`config.mk`:
```
export PLATFORM = sky130hd
export DESIGN_NAME = alarm_tone_gen
export DESIGN_NICKNAME = d
export VERILOG_FILES = /design/src/rtl/alarm_tone_gen.sv
export SDC_FILE = /design/constraint.sdc
export NUM_CORES = 1
export LEC_CHECK = 0
export CAP_MARGIN = 20
export CELL_PAD_IN_SITES_DETAIL_PLACEMENT = 2
export CELL_PAD_IN_SITES_GLOBAL_PLACEMENT = 2
export CORE_ASPECT_RATIO = 1.75
export CORE_MARGIN = 3
export CORE_UTILIZATION = 34
export DETAILED_ROUTE_END_ITERATION = 6
export GPL_TIMING_DRIVEN = 0
export PLACE_DENSITY = 0.81
export SKIP_LAST_GASP = 1
export SYNTH_ARGS = -nofsm -noshare
export SYNTH_HDL_FRONTEND = slang
export SYNTH_SLANG_ARGS = --single-unit
export TNS_END_PERCENT = 10
```
`constraint.sdc`:
```
create_clock -name CLK -period 1.9 [get_ports CLK]
set_input_delay 0.285 -clock CLK [delete_from_list [all_inputs] [get_ports CLK]]
set_output_delay 0.285 -clock CLK [all_outputs]
set_load 0.1 [all_outputs]
```
`src/rtl/alarm_tone_gen.sv`:
```
// ---------------------------------------------------------------------------
// alarm_tone_gen
//
// Sample source for the alarm's I2S serializer. Produces 16-bit two's
// complement PCM samples of a beeping square-wave tone, one sample per
// request. All timing (tone half-period, beep length, gaps, pause) is counted
// in samples, so the audible rate is set entirely by the consumer.
//
// Pattern while alarm_on=1:
//   BEEPS x [ BEEP_ON tone samples, BEEP_OFF silent ] with the final gap
//   replaced by PAUSE silent samples, then repeat.
//
// Ports:
//   CLK          in   system clock
//   reset        in   asynchronous active-low reset
//   alarm_on     in   level, 1 = sound the alarm
//   sample_req   in   single-cycle request pulse from the I2S stage
//   sample       out  registered PCM sample (held between requests)
//   sample_valid out  single-cycle pulse, one cycle after each request
//   active       out  registered, 1 while the generator is not IDLE
//
// Handshake: sample_req is a one-cycle pulse with no back-pressure. Every
// request is answered with sample_valid=1 in the following cycle, with the
// new sample on `sample`. Back-to-back requests are each answered.
// ---------------------------------------------------------------------------
module alarm_tone_gen #(
   parameter int unsigned      TONE_HALF = 4,
   parameter logic [15:0]      AMPLITUDE = 16'h3000,
   parameter int unsigned      BEEP_ON   = 400,
   parameter int unsigned      BEEP_OFF  = 400,
   parameter int unsigned      BEEPS     = 3,
   parameter int unsigned      PAUSE     = 2000
) (
   input  logic        CLK,
   input  logic        reset,
   input  logic        alarm_on,
   input  logic        sample_req,
   output logic [15:0] sample,
   output logic        sample_valid,
   output logic        active
);

   typedef enum logic [1:0] {
      ST_IDLE  = 2'd0,
      ST_TONE  = 2'd1,
      ST_GAP   = 2'd2,
      ST_PAUSE = 2'd3
   } state_e;

   localparam logic [15:0] HALF_LAST  = 16'(TONE_HALF - 1);
   localparam logic [15:0] ON_LAST    = 16'(BEEP_ON - 1);
   localparam logic [15:0] OFF_LAST   = 16'(BEEP_OFF - 1);
   localparam logic [15:0] BEEPS_LAST = 16'(BEEPS - 1);
   localparam logic [15:0] PAUSE_LAST = 16'(PAUSE - 1);
   localparam logic [15:0] AMP_NEG    = ~AMPLITUDE + 16'd1;

   // FSM state is kept in a named register so checkers can bind to it.
   state_e      state_q, state_d;
   logic [15:0] dur_cnt_q, dur_cnt_d;
   logic [15:0] half_cnt_q, half_cnt_d;
   logic [15:0] beep_cnt_q, beep_cnt_d;
   logic        phase_q, phase_d;      // 1 = positive half-period
   logic [15:0] sample_q, sample_d;
   logic        valid_q, valid_d;
   logic        active_q, active_d;

   always_ff @(posedge CLK or negedge reset) begin
      if (!reset) begin
         state_q    <= ST_IDLE;
         dur_cnt_q  <= '0;
         half_cnt_q <= '0;
         beep_cnt_q <= '0;
         phase_q    <= 1'b1;
         sample_q   <= '0;
         valid_q    <= 1'b0;
         active_q   <= 1'b0;
      end else begin
         state_q    <= state_d;
         dur_cnt_q  <= dur_cnt_d;
         half_cnt_q <= half_cnt_d;
         beep_cnt_q <= beep_cnt_d;
         phase_q    <= phase_d;
         sample_q   <= sample_d;
         valid_q    <= valid_d;
         active_q   <= active_d;
      end
   end

   always_comb begin
      // Without a request everything holds, including the sample.
      state_d    = state_q;
      dur_cnt_d  = dur_cnt_q;
      half_cnt_d = half_cnt_q;
      beep_cnt_d = beep_cnt_q;
      phase_d    = phase_q;
      sample_d   = sample_q;
      valid_d    = 1'b0;
      active_d   = active_q;

      if (sample_req) begin
         valid_d  = 1'b1;
         sample_d = 16'h0000;

         if (state_q != ST_IDLE && !alarm_on) begin
            // Alarm released: silence and return to the power-on condition.
            state_d    = ST_IDLE;
            dur_cnt_d  = '0;
            half_cnt_d = '0;
            beep_cnt_d = '0;
            phase_d    = 1'b1;
         end else begin
            unique case (state_q)
               ST_IDLE: begin
                  if (alarm_on) begin
                     state_d    = ST_TONE;
                     dur_cnt_d  = '0;
                     half_cnt_d = '0;
                     beep_cnt_d = '0;
                     phase_d    = 1'b1;
                  end
               end

               ST_TONE: begin
                  sample_d = phase_q ? AMPLITUDE : AMP_NEG;

                  if (half_cnt_q == HALF_LAST) begin
                     half_cnt_d = '0;
                     phase_d    = ~phase_q;
                  end else begin
                     half_cnt_d = half_cnt_q + 16'd1;
                  end

                  // End of beep overrides the half-period update so the
                  // next beep starts on a full positive half-period.
                  if (dur_cnt_q == ON_LAST) begin
                     dur_cnt_d  = '0;
                     half_cnt_d = '0;
                     phase_d    = 1'b1;
                     if (beep_cnt_q == BEEPS_LAST) begin
                        beep_cnt_d = '0;
                        state_d    = ST_PAUSE;
                     end else begin
                        beep_cnt_d = beep_cnt_q + 16'd1;
                        state_d    = ST_GAP;
                     end
                  end else begin
                     dur_cnt_d = dur_cnt_q + 16'd1;
                  end
               end

               ST_GAP: begin
                  if (dur_cnt_q == OFF_LAST) begin
                     dur_cnt_d = '0;
                     state_d   = ST_TONE;
                  end else begin
                     dur_cnt_d = dur_cnt_q + 16'd1;
                  end
               end

               ST_PAUSE: begin
                  if (dur_cnt_q == PAUSE_LAST) begin
                     dur_cnt_d = '0;
                     state_d   = ST_TONE;
                  end else begin
                     dur_cnt_d = dur_cnt_q + 16'd1;
                  end
               end

               default: begin
                  state_d = ST_IDLE;
               end
            endcase
         end

         active_d = (state_d != ST_IDLE);
      end
   end

   assign sample       = sample_q;
   assign sample_valid = valid_q;
   assign active       = active_q;

endmodule

```
# Word-level counts from Yosys, hierarchy flattened
# Cells that the tools add are included.
# op_classes
reduce_logical,11
n_eq_ne,10
muxes,30
addsub,3
n_bitwise,1
# op_table
cell,count
$mux W16,13
$pmux W16 S2,2
$add A16 B1 Y16 const B,3
$pmux W16 S3,1
$eq A16 B2 Y1 const B,2
$eq A16 B11 Y1 const B,1
$eq A16 B9 Y1 const B,1
$mux W2,6
$pmux W2 S4,1
$reduce_and A4 Y1,2
$mux W1,6
$ne A3 B3 Y1 const B,2
$eq A2 B2 Y1 const B,2
$ne A4 B4 Y1 const B,1
$reduce_bool A2 Y1,2
$reduce_and A3 Y1,1
$reduce_bool A3 Y1,1
$eq A2 B1 Y1 const B,1
$logic_not A2 Y1,1
$pmux W1 S2,1
$reduce_and A2 Y1,1
$reduce_or A2 Y1,1
$logic_and A1 B1 Y1,1
$logic_not A1 Y1,1
$not A1 Y1,1
# totals
ff_bits,69
wordCells,63

# Longest topological paths before layout
# logic_depth
depth_word,7
depth_mapped,8

# Worst setup path after synthesis
# Ideal clock, no wire load.
# synth_path
kind,reg2reg
start,register state_q[0]
end,register half_cnt_q[10]
setup_slack_ps,-190
t_required_ps,1771
path_buffers,1
period_less_slack_ps,2090
stages_incl_launch_ff,9
arrival_time_ps,1961
path_cell_list,dfrtp_1 inv_1 ha_1 nor2b_4 or3_1 buf_2 or3_1 o21ai_0 a31oi_1
# synth_via
elab_chain_cells,4
word_cells_on_any_way,9
classes_between,eq/ne: 2; mux: 2; reduce/logical: 5
# synth_rtl
item,line_no,source
from (decl),58,"state_e state_q, state_d;"
from (signal assigned),78,state_q <= state_d;
$reduce_bool A2 Y1,104,if (state_q != ST_IDLE && !alarm_on) begin
$logic_and A1 B1 Y1,104,
$ne A3 B3 Y1 (no line) or $reduce_bool A3 Y1 (tied branches),-,
$reduce_and A3 Y1 (no line),-,
to (signal assigned),80,half_cnt_q <= half_cnt_d;
to (decl),60,"logic [15:0] half_cnt_q, half_cnt_d;"
# Several ways; a longest one is shown, not always the timed one.
# A chain may end at the register's enable or synchronous reset.

# Worst setup path after layout
# layout_path
start,register active_q (netlist: active)
end,output active
# layout_rtl
item,line_no,source
from (decl),65,"logic active_q, active_d;"
from (signal assigned),85,active_q <= active_d;
to (decl),40,output logic active
# No word-level cell between the ends.

==> impl_results.md <==
- Status: finished, violations left
- Failing checks: setup timing
- Final ANT Viol Nets: 0
- Final Cycle Share: 110.9%
- GRT overflow: 0
- Leading cell types in the layout, fill and taps excluded: dfrtp_1, buf_4, nand2_1
- Min cycle time layout: 2.107 ns
- Worst-Skew Late Latency: 0.31 ns
- RSZ-0062 raised after global routing: yes
- DR DRC count: 0
- DRC marker count from the first detailed-route iteration: 159
- Tot Pwr: 4.318 mW
- # rows: 47
- Die area: 11220 um2
- Placed instance area: 3700 um2
- Placer Congestion: 0.7844
- Crit Path Max Fanout: 2
- CTS sink cnt: 56
- Worst setup SP type: register
- Critical Path Slowest Stage Cell: clkdlybuf4s50_1
- Slew headroom: 32.64%
- Net count reported at finish: 421
- WP buf/inv: 1
- GRT Resource Usage Total: 22.18%
- EDFF count, synth: 0
- Routed len/inst: 22.40 um
- Worst-path clk slew: 0.08 ns
- Via/cell ratio: 5.874
- Antenna Cells: 0
- Worst Hold Class: in -> async
- Cell variety after synth: 58
- Antenna violations before repair: 0
- Primary FF master, synth: dfrtp_1
- Vias in the first global route: 3544
- Hold slack: 0.006360 ns
- Most common cell after layout, fill and taps aside: dfrtp_1
- Setup CP Type: reg -> out
- I/O pin cnt: 22
- Max Root-Sink Buffers: 2
- First-pass GRT wire length: 19040 um
- CTS Buf Count: 5
- Final core utilization: 45.10%
- CP endpoint kind: output pin
- Final Hold Viols: 0
- Syn Std Cell Area: 3379 um2
- Total routed wirelength: 11920 um
- Register area share after synthesis: 41.50%
- Leakage dissipation: 1.853 nW
- Critical Path AT: 1.82 ns
- R2R Path End: half_cnt_q[10]
- Port Buffers: 9
- Fmax: 474.6 MHz
- Post-route setup slack: -0.2068 ns
- Synth Register Bits: 56
- Worst Skew: 0.008237 ns
- Synthesized area per cell: 9.310 um2
- Fin. max-slew vios: 0
- Max-cap violations: 0
- FF-to-FF Start: state_q[0]
- Reg2reg setup slack: -0.20 ns
- Starting Density: 35.26%
- Filler cells: 1031
- Post-route cell area: 4323 um2
- Die Span X: 81.37 um
- Clk root buf: clkbuf_16
- Family with the most delay on the worst path: buffers and inverters
- CTS tree: built
- Area growth syn-to-layout: 27.92%
- Dpl hpwl: 7484 um
- Ys Warns: 0
- Pwr/cell area: 998.8 nW/um2
- Largest net degree at the start of global routing: 32
- Area of the multi-input gates: 2021 um2
- Setup violators final: 49
- Worst R2R Path Depth: 8
- Critical Path Max Stage Delay: 1.14 ns
- FFs w/ async S/R, synth: 100.0%
- Maximum VDD drop: 0.6441 mV
- Layout cells sized above 1: 26.59%
- FF/Latch Area: 1409 um2
- Drt first pass iters: 4
- Crit-path cells: clkdlybuf4s50_1
- Post-Synthesis Cells: 363
- Die Height: 137.9 um
- Worst-Margin Slew: 1.014 ns
- Depth of the CTS H-tree: 2
- Worst Path Required: 1.62 ns
- CORE AREA: 9585 um2
- Vias: 3125
cell usage after synthesis (3+ instances only):
cell type / n / area, um2
a21o_1: 5 / 37.54
o21ai_0: 31 / 155.2
and3_1: 8 / 50.05
clkbuf_1: 7 / 26.28
nor2_2: 4 / 25.02
buf_2: 6 / 30.03
xnor2_1: 13 / 113.9
nor2b_1: 3 / 18.77
nor2_1: 29 / 108.9
nor3b_1: 3 / 22.52
xor2_1: 6 / 52.55
and4_1: 6 / 52.55
buf_4: 15 / 112.6
or3_1: 3 / 18.77
dfrtp_1: 55 / 1376
a31oi_1: 6 / 37.54
o2111ai_1: 7 / 61.31
inv_1: 9 / 33.78
nor3_1: 14 / 70.07
nand2_1: 32 / 120.1
a22o_1: 9 / 78.83
o31ai_1: 7 / 52.55
nand2b_1: 5 / 31.28
ha_1: 8 / 100.1
nor4_1: 8 / 50.05
nand4_1: 12 / 75.07
nand3_1: 13 / 65.06
per-layer routing:
metal | up-vias | global-route usage, % | part of all wire, %
met4 | 0 | 9.492 | 3.8
met5 | - | 0 | 0
li1 | 1409 | - | -
met1 | 1620 | 23.77 | 37
met2 | 67 | 42.11 | 57
met3 | 29 | 2.796 | 2.3
flip-flops by register name (all words and copies together) (netlist names):
register and cells:
beep_cnt_q 16, dur_cnt_q 16, half_cnt_q 16, sample 3, state_q 2, active 1
phase_q 1, sample_valid 1
report_power, final:
part	switching, mW	internal (mW)	total [mW]
clock	0.486	0.697	1.18
combinational	1.15	0.595	1.75
sequential	0.0974	1.29	1.39
total	1.73	2.58	4.32
through the flow:
stage	setup TNS, ns	std cells	worst slack [ns]
detailed placement	-26.26	506	-0.8032
floorplan	-0.1648	374	-0.06348
finish	-5.031	532	-0.2068
global route	-9.960	532	-0.2947
CTS	-5.168	525	-0.2401
global placement	-100.81	505	-1.403
worst reg2reg max path, stage by stage (launching register included):
cell and delay (ns):
dfrtp_2 0.38, inv_2 0.08, ha_4 0.19, nor2b_4 0.17, or3_4 0.41, buf_6 0.16, or3_1 0.37, o21ai_1 0.14
a31oi_1 0.09
timing repair:
| item | CTS | global route |
|---|---|---|
| gates cloned | 1 | 0 |
| setup endpoints to repair | 60 | 57 |
| hold buffers | 0 | 0 |
| setup buffers | 11 | 9 |
| resized for setup | 53 | 17 |
| pin swaps | 7 | 8 |
layout make-up:
| class | instances | share of cell area [%] |
|---|---|---|
| Buffer | 26 | 5.123 |
| Tap cell | 122 | 3.531 |
| Clock buffer | 7 | 3.531 |
| Inverter | 10 | 0.8683 |
| Timing Repair Buffer | 31 | 6.918 |
| Sequential cell | 56 | 32.59 |
| Multi-Input combinational cell | 279 | 46.74 |
| Clock inverter | 1 | 0.6946 |
cells by family (layout without fill, tap and decap cells):
| family | count (synthesis) | count (layout) | share of synthesized area (%) |
|---|---|---|---|
| other | 1 | 12 | 0.1110 |
| AOI/OAI and AO/OA | 84 | 84 | 17.48 |
| and+or+nand+nor | 154 | 154 | 25.92 |
| DFF | 56 | 56 | 41.50 |
| adders and majority gates | 8 | 8 | 2.962 |
| buffers and inverters | 39 | 75 | 6.442 |
| muxes | 2 | 2 | 0.6664 |
| xor gates and xnor gates | 19 | 19 | 4.924 |
worst max-delay path by stage:
stage                from              to  slack [ns]  cells past startpoint
2_1_floorplan  state_q[0]  half_cnt_q[15]       -0.06                      8
3_3_place_gp        reset    sample_valid       -1.40                      1
3_5_place_dp   sample_req   beep_cnt_q[5]       -0.80                      7
4_1_cts        sample[13]      sample[13]       -0.24                      1
5_1_grt        state_q[1]  half_cnt_q[14]       -0.29                      8
6_report           active          active       -0.21                      1
(Power assumes the default switching activity.)
